## src/rtl/ddrphy_vref_pda_dq_gen.sv

```systemverilog
// ddrphy_vref_pda_dq_gen
//   DQ drive generator for per-DRAM-addressable (PDA) mode-register writes
//   during VREF training. After a latched write latency it drives the DQ
//   nibbles of selected devices low and all other nibbles high for a
//   latched window, then pulses pda_ack.
//
//   Optional feature macro: DWC_VREF_PDA_POSTAMBLE_EN
//     defined   -> one POST cycle after DRIVE (oe on, data all ones)
//     undefined -> DRIVE goes straight to DONE
//
// Ports
//   ctl_clk, ctl_rst   controller clock, async active-high reset
//   x8mode             x8 DRAM: odd nibble follows even nibble (2 DQS/byte only)
//   pda_req            start request, sampled in IDLE only
//   pda_abort          abandon sequence (ignored in IDLE)
//   pda_lane_sel       per-nibble device select (1 = drive 0)
//   wl_cycles          cycles from accept to first drive cycle
//   drv_cycles         drive window length (0 behaves as 1)
//   pda_busy           sequence in progress
//   pda_ack            1-cycle completion pulse
//   pda_err            1-cycle pulse: x8 even/odd select mismatch at accept
//   dq_oe, dq_out      per-nibble output enable and DQ data
module ddrphy_vref_pda_dq_gen #(
    parameter int pNO_OF_DX_DQS = 2,
    parameter int pNO_OF_BYTES  = 4,
    parameter int pNUM_LANES    = pNO_OF_DX_DQS * pNO_OF_BYTES,
    parameter int pWL_W         = 6
) (
    input  logic                    ctl_clk,
    input  logic                    ctl_rst,
    input  logic                    x8mode,
    input  logic                    pda_req,
    input  logic                    pda_abort,
    input  logic [pNUM_LANES-1:0]   pda_lane_sel,
    input  logic [pWL_W-1:0]        wl_cycles,
    input  logic [3:0]              drv_cycles,
    output logic                    pda_busy,
    output logic                    pda_ack,
    output logic                    pda_err,
    output logic [pNUM_LANES-1:0]   dq_oe,
    output logic [4*pNUM_LANES-1:0] dq_out
);

    localparam logic [2:0] S_IDLE  = 3'd0;
    localparam logic [2:0] S_WAIT  = 3'd1;
    localparam logic [2:0] S_DRIVE = 3'd2;
    localparam logic [2:0] S_DONE  = 3'd3;
`ifdef DWC_VREF_PDA_POSTAMBLE_EN
    localparam logic [2:0] S_POST  = 3'd4;
`endif

    logic [2:0]              state, state_nxt;
    logic [pWL_W-1:0]        wl_cnt;
    logic [3:0]              drv_cnt;
    logic [pNUM_LANES-1:0]   sel_eff, sel_q, sel_use;
    logic [4*pNUM_LANES-1:0] dq_out_nxt;
    logic                    pair_err, accept;
    logic                    drive_nxt, post_nxt, busy_nxt;

    // Effective select: in x8 mode the even nibble owns the device, so the
    // odd nibble copies it; a disagreeing pair is flagged but not blocked.
    if (pNO_OF_DX_DQS == 2) begin : g_x2
        logic [pNUM_LANES/2-1:0] mism;
        for (genvar j = 0; j < pNUM_LANES/2; j++) begin : g_pair
            assign sel_eff[2*j]   = pda_lane_sel[2*j];
            assign sel_eff[2*j+1] = x8mode ? pda_lane_sel[2*j] : pda_lane_sel[2*j+1];
            assign mism[j]        = x8mode & (pda_lane_sel[2*j] ^ pda_lane_sel[2*j+1]);
        end
        assign pair_err = |mism;
    end else begin : g_x1
        logic unused_x8;
        assign unused_x8 = x8mode;
        assign sel_eff   = pda_lane_sel;
        assign pair_err  = 1'b0;
    end

    always_comb begin
        state_nxt = state;
        accept    = 1'b0;
        case (state)
            S_IDLE:
                if (pda_req) begin
                    accept    = 1'b1;
                    state_nxt = (wl_cycles == '0) ? S_DRIVE : S_WAIT;
                end
            S_WAIT:
                if (wl_cnt <= pWL_W'(1)) state_nxt = S_DRIVE;
            S_DRIVE:
`ifdef DWC_VREF_PDA_POSTAMBLE_EN
                if (drv_cnt <= 4'd1) state_nxt = S_POST;
            S_POST:
                state_nxt = S_DONE;
`else
                if (drv_cnt <= 4'd1) state_nxt = S_DONE;
`endif
            S_DONE:
                state_nxt = S_IDLE;
            default:
                state_nxt = S_IDLE;
        endcase
        if (pda_abort && state != S_IDLE) state_nxt = S_IDLE;
    end

    // Outputs are registered from the next state, so the pattern must come
    // from the live select on the accept edge (wl_cycles==0 drives at once).
    assign sel_use   = accept ? sel_eff : sel_q;
    assign drive_nxt = (state_nxt == S_DRIVE);
`ifdef DWC_VREF_PDA_POSTAMBLE_EN
    assign post_nxt  = (state_nxt == S_POST);
`else
    assign post_nxt  = 1'b0;
`endif
    assign busy_nxt  = (state_nxt == S_WAIT) | drive_nxt | post_nxt;

    for (genvar k = 0; k < pNUM_LANES; k++) begin : g_lane
        assign dq_out_nxt[4*k +: 4] = (drive_nxt && sel_use[k]) ? 4'h0 : 4'hF;
    end

    always_ff @(posedge ctl_clk or posedge ctl_rst) begin
        if (ctl_rst) begin
            state    <= S_IDLE;
            wl_cnt   <= '0;
            drv_cnt  <= '0;
            sel_q    <= '0;
            pda_busy <= 1'b0;
            pda_ack  <= 1'b0;
            pda_err  <= 1'b0;
            dq_oe    <= '0;
            dq_out   <= '1;
        end else begin
            state <= state_nxt;
            if (accept) begin
                wl_cnt  <= wl_cycles;
                drv_cnt <= (drv_cycles == 4'd0) ? 4'd1 : drv_cycles;
                sel_q   <= sel_eff;
            end else begin
                if (state == S_WAIT)  wl_cnt  <= wl_cnt - pWL_W'(1);
                if (state == S_DRIVE) drv_cnt <= drv_cnt - 4'd1;
            end
            pda_busy <= busy_nxt;
            pda_ack  <= (state_nxt == S_DONE);
            pda_err  <= accept & pair_err;
            dq_oe    <= (drive_nxt | post_nxt) ? '1 : '0;
            dq_out   <= dq_out_nxt;
        end
    end

endmodule

```

## config.mk

```make
export PLATFORM = sky130hd
export DESIGN_NAME = ddrphy_vref_pda_dq_gen
export DESIGN_NICKNAME = d
export VERILOG_FILES = /design/src/rtl/ddrphy_vref_pda_dq_gen.sv
export SDC_FILE = /design/constraint.sdc
export NUM_CORES = 1
export LEC_CHECK = 0
export CAP_MARGIN = 10
export CORE_UTILIZATION = 45
export CTS_BUF_LIST = sky130_fd_sc_hd__clkbuf_4 sky130_fd_sc_hd__clkbuf_8 sky130_fd_sc_hd__clkbuf_16
export DETAILED_ROUTE_END_ITERATION = 16
export PLACE_DENSITY = 0.79
export SLEW_MARGIN = 20
export SYNTH_ARGS = -nofsm -noshare
export SYNTH_HDL_FRONTEND = slang
export SYNTH_SLANG_ARGS = --single-unit
```

## constraint.sdc

```tcl
create_clock -name ctl_clk -period 2.4 [get_ports ctl_clk]
set_clock_uncertainty 0.2 [all_clocks]
set_input_delay 0.48 -clock ctl_clk [delete_from_list [all_inputs] [get_ports ctl_clk]]
set_output_delay 0.48 -clock ctl_clk [all_outputs]
set_load 0.05 [all_outputs]
```

======== After elaboration in Yosys (flattened, before gate mapping) ========
Index checks and enable logic that the tools add are counted.
operators by class
  bitwise gates (word level) .............. 10
  equal/unequal tests ..................... 5
  $add $sub $neg .......................... 2
  $lt $le $gt $ge ......................... 2
  mux-type cells .......................... 27
  reductions and logical operators ........ 16
operators by type and width
  kind                                                                               count
  4-bit 2-to-1 mux                                                                   11
  8-bit 2-to-1 mux                                                                   2
  3-bit 2-to-1 mux                                                                   4
  6-bit 2-to-1 mux                                                                   2
  3-bit by 2-bit equality test with 1-bit output (second input constant)             3
  1-bit logical AND                                                                  9
  3-bit case mux with 3 select lines                                                 1
  3-bit by 1-bit equality test with 1-bit output (second input constant)             2
  6-bit by 1-bit less-or-equal comparator with 1-bit output (second input constant)  1
  6-bit logical NOT                                                                  1
  1-bit 2-to-1 mux                                                                   6
  6-bit by 1-bit subtractor with 6-bit output (second input constant)                1
  1-bit bitwise AND                                                                  5
  4-bit by 1-bit less-or-equal comparator with 1-bit output (second input constant)  1
  4-bit logical NOT                                                                  1
  2-bit nonzero test                                                                 2
  4-bit OR reduction                                                                 1
  4-bit by 1-bit subtractor with 4-bit output (second input constant)                1
  1-bit bitwise XOR                                                                  4
  3-bit logical NOT                                                                  1
  3-bit nonzero test                                                                 1
  2-bit 2-to-1 mux                                                                   1
  1-bit OR                                                                           1
word-level totals
  input port bits ......................... 23
  logic and storage cells ................. 71
  flip-flop bits (word level) ............. 64
  output and inout bits ................... 43

======== Depth between registers and ports, before layout ========
Gate-level depths: netlist of the first run.
  word-level depth ........................ 8
  gate-level depth with buffers ........... 7
  depth with buffers taken out ............ 6

======== Worst setup path before layout of the first run ========
Ideal clock, no wire load.
  kind .................................... flip-flop to flip-flop
  from .................................... register state[0]
  to ...................................... register pda_busy
  period minus slack after synthesis ...... 2.113 ns
  data required time ...................... 2.071 ns
  path buffers ............................ 3
  setup time .............................. 0.129 ns
  data arrival time ....................... 1.784 ns
  path slack .............................. 0.287 ns
  cell stages (with the launch flop) ...... 7
  cell sequence ........................... dfrtp_1 > buf_2 > or3b_1 > buf_2 > or4_1 > buf_2 > o2bb2ai_1
between the ends
  word-level cells in the longest chain between the ends .. 5
  elaborated cells on any way between the ends .. 13
  those cells by class .................... eq/ne: 4; mux: 5; bitwise: 1; reduce/logical: 3
RTL lines
  what                                                                                                                     line      RTL
  start: declaration                                                                                                       52        logic [2:0] state, state_nxt;
  start signal: assignment                                                                                                 131       state <= state_nxt;
  3-bit by 2-bit equality test with 1-bit output (tied with other cells)                                                   80        case (state)
  3-bit case mux with 3 select lines / 1-bit logical AND (equally long branches)                                           80, 101
  3-bit 2-to-1 mux *                                                                                                       101       if (pda_abort && state != S_IDLE) state_nxt = S_IDLE;
  3-bit by 1-bit equality test with 1-bit output / 3-bit by 2-bit equality test with 1-bit output (equally long branches)  113, 107
  1-bit OR *                                                                                                               113       assign busy_nxt = (state_nxt == S_WAIT) | drive_nxt | post_nxt;
  via busy_nxt                                                                                                             58        logic drive_nxt, post_nxt, busy_nxt;
  end signal: assignment                                                                                                   140       pda_busy <= busy_nxt;
  end: declaration                                                                                                         37        output logic pda_busy,
The timed path passes the listed nets; every way through them passes the cells marked *.
A chain may end at the register's enable or synchronous reset.

======== Final worst setup path of the first run ========
  from .................................... register dq_out[11]
  to ...................................... output port dq_out[11]
RTL lines
  what                      line  RTL
  start: declaration        41    output logic [4*pNUM_LANES-1:0] dq_out
  start signal: assignment  144   dq_out <= dq_out_nxt;
No word-level cell between the ends.

==> results of run 1 <==
Yosys cell counts, drive strengths merged, types with 2 or more instances:
library cell   n
buf           35
dfrtp         25
nor2          21
a21oi         12
nand3         10
dfstp          8
inv            8
o21ai          8
clkbuf         5
mux2           5
mux2i          5
nand2          5
xnor2          5
ha             4
nor3           3
a211oi         2
nor4b          2
o211ai         2
o21a           2
o221a          2
o311ai         2
or3            2
or4            2
kinds of logic after synthesis:
group | Yosys count | synth area share
multiplexers | 10 | 0.0568
other | 1 | 0.00200
XOR/XNOR | 5 | 0.0234
flip-flops | 33 | 0.447
AND/OR/NAND/NOR | 51 | 0.138
adder cells (fa/ha/maj) | 4 | 0.0267
AO/OA/AOI/OAI | 39 | 0.142
buffers and inverters | 48 | 0.164
final cells by class:
type	instances	area share
tap	50	0.0250
clock inverter	1	0.0120
sequential	33	0.334
timing repair buffer	74	0.291
inverter	8	0.0120
multi-input combinational	110	0.291
clock buffer	7	0.0360
flip-flops by register name (all words and copies together), names as in the netlist:
name and flops:
drv_cnt 4, pda_busy 1, dq_oe 1, dq_out 8
pda_ack 1, sel_q 8, pda_err 1, wl_cnt 6
state 3
report_power, final:
| part | total, mW | switching (mW) | internal (mW) |
|---|---|---|---|
| registers | 0.739 | 0.0788 | 0.660 |
| logic | 0.626 | 0.362 | 0.264 |
| clock network | 0.538 | 0.189 | 0.350 |
worst paths after layout:
| check | endpoint | slack, ps | cells past startpoint |
|---|---|---|---|
| max | dq_out[11] | 90 | 1 |
| min in group asynchronous | sel_q[6] | 390 | 3 |
| max reg2reg | pda_ack | 210 | 5 |
| max in group asynchronous | dq_out[3] | 1290 | 3 |
| min | sel_q[2] | 300 | 1 |
| min reg2reg | sel_q[2] | 300 | 1 |
layer usage:
metal,track usage,wire length (µm),vias to the layer above
met5,0,0,-
met4,0.0479,25,0
met3,0.0497,177,2
met2,0.318,1730,52
met1,0.228,1650,707
li1,-,-,710
metrics by stage:
stage               cells  hold slack, ps  utilization  cell area, µm²
floorplan             191             272            -            1870
CTS                   283             300        0.626            2500
finish                283             298        0.626            2500
global placement      275             279        0.596            2380
detailed placement    275             285        0.596            2380
global route          283             312        0.626            2500
==> impl_metrics.json, run 1 <==
{
  "grt_max_degree": 34,
  "num-nets-final": 259,
  "synthArstFlopShare": 1.00,
  "ys.flop_type": "dfrtp_1",
  "cts_max_level": 2,
  "ctsHoldBuffers": 0,
  "final_common_cell": "clkdlybuf4s50_1",
  "setup_violations": 0,
  "core_mm2": 0.00400,
  "hpwl_um": 2630,
  "path_cells": "clkdlybuf4s50_1",
  "track_usage": 0.185,
  "die_w_um": 66.5,
  "syn-cell-area_mm2": 0.00187,
  "cts_buffers": 5,
  "drtIter0Drc": 47,
  "drt-pass1-iter-count": 4,
  "rr_startpoint": "wl_cnt[2]",
  "ios": 66,
  "insertion_delay_ps": 280,
  "start_kind": "flop",
  "cp-startpoint": "dq_out[11]",
  "antennaDiodeCount": 0,
  "power_density_mw_per_mm2": 760,
  "ir_worst_vdd_uv": 375,
  "cap_viol_max_count": 0,
  "syn_to_final_growth_pct": 33.8,
  "rows": 23,
  "hp-class": "flop to flop",
  "period_share": 0.964,
  "gp_congestion": 0.801,
  "critPathRequiredTime_ps": 1720,
  "start_util": 0.468,
  "drive_above_1_share": 0.163,
  "synth_fp_nets": 218,
  "die_area_mm2": 0.00442,
  "vias": 1471,
  "leakage_nw": 1.04,
  "path_delay_family": "buffers and inverters",
  "worstPathArrival_ps": 1630,
  "slowest_delay_ps": 800,
  "fmax_mhz": 432,
  "min_period_ps": 2310,
  "netlist.area_leader.share": 0.334,
  "cts_sinks": 33,
  "overflow": 0,
  "drc": 0,
  "seqCellArea_um2": 836,
  "vias_per_cell": 5.20,
  "ys_warn_count": 0,
  "io_buffers": 65,
  "ant_nets": 0,
  "path_clk_slew_ps": 70,
  "crit_type": "flop to output pin",
  "root_buffer": "clkbuf_8",
  "synth_top_area_cell": "dfrtp_1",
  "synth_cell_types": 44,
  "path_buf_inv": 1,
  "slew_violations": 0,
  "syn_avg_cell_area_um2": 9.80,
  "endpoint_kind": "output pin",
  "finalWirelength_um": 3580,
  "post_cts_buffers": 0,
  "p_total_mw": 1.90,
  "avgRoutedWirePerCell_um": 12.7,
  "rsz0062_at_grt": "false",
  "layout_common_cells": "clkdlybuf4s50_1 (64), dfrtp_1 (25), nor2_1 (21), a21oi_1 (12), nand3_1 (10)",
  "grt_pass1_wl_um": 6070,
  "grt_pass1_vias": 1364,
  "synth_seq_cells": 33,
  "worstPathMaxFanout": 4,
  "hold_viol": 0,
  "ys_seq_area_frac": 0.447,
  "synth_cells": 191,
  "synth_edf_count": 0,
  "antenna_found_initial": 0,
  "fillerInstances": 338,
  "cts_tree": "built",
  "finalSetupTns_ps": 0,
  "worstMarginPinSlew_ps": 510,
  "clock_path_buffers": 2,
  "max_slew_margin": 0.659,
  "synthTopCellsByArea": "dfrtp_1 (33%), buf_4 (12%), dfstp_2 (11%)",
  "hold_path.startpoint": "sel_q[2]",
  "fin_ws_ps": 85.9,
  "multi_input_area_um2": 728,
  "crit_slowest_cell": "clkdlybuf4s50_1",
  "post-place-ws_ps": 28.4,
  "die_h_um": 66.5,
  "postCtsResizedCells": 0,
  "status": "complete, no violations"
}
Note: power is estimated with default switching activity, not from simulation.
==> inputs of run 2 (changes only) <==
--- a/config.mk
+++ b/config.mk
@@ -6,10 +6,10 @@
 export NUM_CORES = 1
 export LEC_CHECK = 0
 export CAP_MARGIN = 10
-export CORE_UTILIZATION = 45
+export CORE_UTILIZATION = 38
 export CTS_BUF_LIST = sky130_fd_sc_hd__clkbuf_4 sky130_fd_sc_hd__clkbuf_8 sky130_fd_sc_hd__clkbuf_16
 export DETAILED_ROUTE_END_ITERATION = 16
-export PLACE_DENSITY = 0.79
+export PLACE_DENSITY = 0.68
 export SLEW_MARGIN = 20
 export SYNTH_ARGS = -nofsm -noshare
 export SYNTH_HDL_FRONTEND = slang
==> run 2 against run 1 <==
Against the previous run:
- total power shrank 6.0%
- maximum frequency down 0.32%
- routed wire length up 4.9%
- setup slack got worse by 7.4 ps
- largest cell class unchanged
- largest power group unchanged
==> impl_metrics.json, run 2 (synthesized netlist as in run 1, its figures left out) <==
{
  "status": "complete, no violations",
  "drt-pass1-iter-count": 4,
  "layout_common_cells": "clkdlybuf4s50_1 (65), dfrtp_1 (25), nor2_1 (21), a21oi_1 (12), buf_4 (12)",
  "ant_nets": 0,
  "reg2reg_to": "pda_ack",
  "die_h_um": 72.2,
  "cts_sinks": 33,
  "final_cells": 304,
  "hold_path.startpoint": "sel_q[0]",
  "slowest_delay_ps": 800,
  "whs_endpoint": "sel_q[0]",
  "min_path_cells": 1,
  "r2r_slack_ps": 160,
  "hp-class": "flop to flop",
  "drtIter0Drc": 97,
  "worstPathArrival_ps": 1640,
  "vias_per_cell": 4.83,
  "ios": 66,
  "die_area_mm2": 0.00521,
  "rsz0062_at_grt": "false",
  "worstPathMaxFanout": 4,
  "hold_viol": 0,
  "root_buffer": "clkbuf_8",
  "avgRoutedWirePerCell_um": 12.4,
  "finalSetupTns_ps": 0,
  "drive_above_1_share": 0.173,
  "track_usage": 0.154,
  "finalWirelength_um": 3760,
  "overflow": 0,
  "endpoint_kind": "output pin",
  "insertion_delay_ps": 280,
  "ctsHoldBuffers": 0,
  "fmax_mhz": 431,
  "seqCellArea_um2": 836,
  "cap_viol_max_count": 0,
  "cts_buffers": 5,
  "slew_violations": 0,
  "crit_type": "flop to output pin",
  "max_slew_margin": 0.664,
  "start_util": 0.396,
  "grt_pass1_wl_um": 6100,
  "ir_worst_vdd_uv": 371,
  "path_delay_family": "buffers and inverters",
  "drc": 0,
  "post_cts_buffers": 0,
  "grt_max_degree": 34,
  "min_period_ps": 2320,
  "die_w_um": 72.2,
  "multi_input_area_um2": 728,
  "postLayoutCoreUtil": 0.535,
  "gp_congestion": 0.820,
  "path_clk_slew_ps": 70,
  "grt_pass1_vias": 1329,
  "power_density_mw_per_mm2": 709,
  "final_common_cell": "clkdlybuf4s50_1",
  "rows": 25,
  "path_buf_inv": 1,
  "hold_slack_ps": 297,
  "fillerInstances": 432,
  "crit_slowest_cell": "clkdlybuf4s50_1",
  "clock_path_buffers": 2,
  "cts_tree": "built",
  "io_buffers": 65,
  "top_regs": "dq_out (8), sel_q (8), wl_cnt (6)",
  "syn_to_final_growth_pct": 34.9,
  "worstMarginPinSlew_ps": 503,
  "leakage_nw": 1.04,
  "setup_violations": 0,
  "path_cells": "clkdlybuf4s50_1",
  "vias": 1467,
  "start_kind": "flop",
  "hpwl_um": 2760,
  "rr_startpoint": "wl_cnt[5]",
  "critPathRequiredTime_ps": 1720,
  "postCtsResizedCells": 0,
  "antenna_found_initial": 0,
  "antennaDiodeCount": 0,
  "cts_max_level": 2,
  "dp.cells": 296,
  "num-nets-final": 263,
  "core_mm2": 0.00472,
  "period_share": 0.967,
  "ff2ff_path_depth": 5
}
==> run 2: power by group <==
part / internal (mW) / switching, mW / total, mW / leakage (nW)
sequential: 0.660 / 0.0820 / 0.742 / 0.389
combinational: 0.269 / 0.365 / 0.634 / 0.612
clock: 0.200 / 0.213 / 0.413 / 0.0439
total: 1.13 / 0.660 / 1.79 / 1.04
==> run 2: worst max-delay path by stage <==
stage	startpoint	end	slack (ps)	cells after the start
detailed placement	wl_cycles[3]	pda_ack	70	7
finish	dq_out[3]	dq_out[3]	80	1
global placement	wl_cycles[3]	pda_ack	70	7
CTS	dq_out[11]	dq_out[11]	60	1
floorplan	state[0]	pda_busy	290	6
global route	dq_out[11]	dq_out[11]	30	1
==> run 2: through the flow <==
| step | setup WS, ps | instance area (µm²) | total power, mW |
|---|---|---|---|
| 2_1_floorplan | 287 | 1870 | 1.21 |
| 3_3_place_gp | 71.4 | 2440 | 1.37 |
| 3_5_place_dp | 65.8 | 2440 | 1.39 |
| 4_1_cts | 57.7 | 2520 | 1.80 |
| 5_1_grt | 30.6 | 2520 | 1.89 |
| 6_report | 78.6 | 2520 | 1.79 |
==> run 2: area by class of cell <==
| type | instances | share of cell area |
|---|---|---|
| well taps | 67 | 0.0332 |
| multi-input cells | 110 | 0.288 |
| clock buffers | 5 | 0.0273 |
| flip-flops and latches | 33 | 0.331 |
| inverters | 8 | 0.0119 |
| repair buffers | 78 | 0.301 |
| clock inverters | 3 | 0.00694 |
==> run 2: routing by layer <==
layer	vias up	part of all wire	global-route usage
met4	0	0.0080	0.0588
li1	718	-	-
met2	61	0.47	0.256
met3	4	0.062	0.0361
met1	684	0.46	0.194
met5	-	0	0
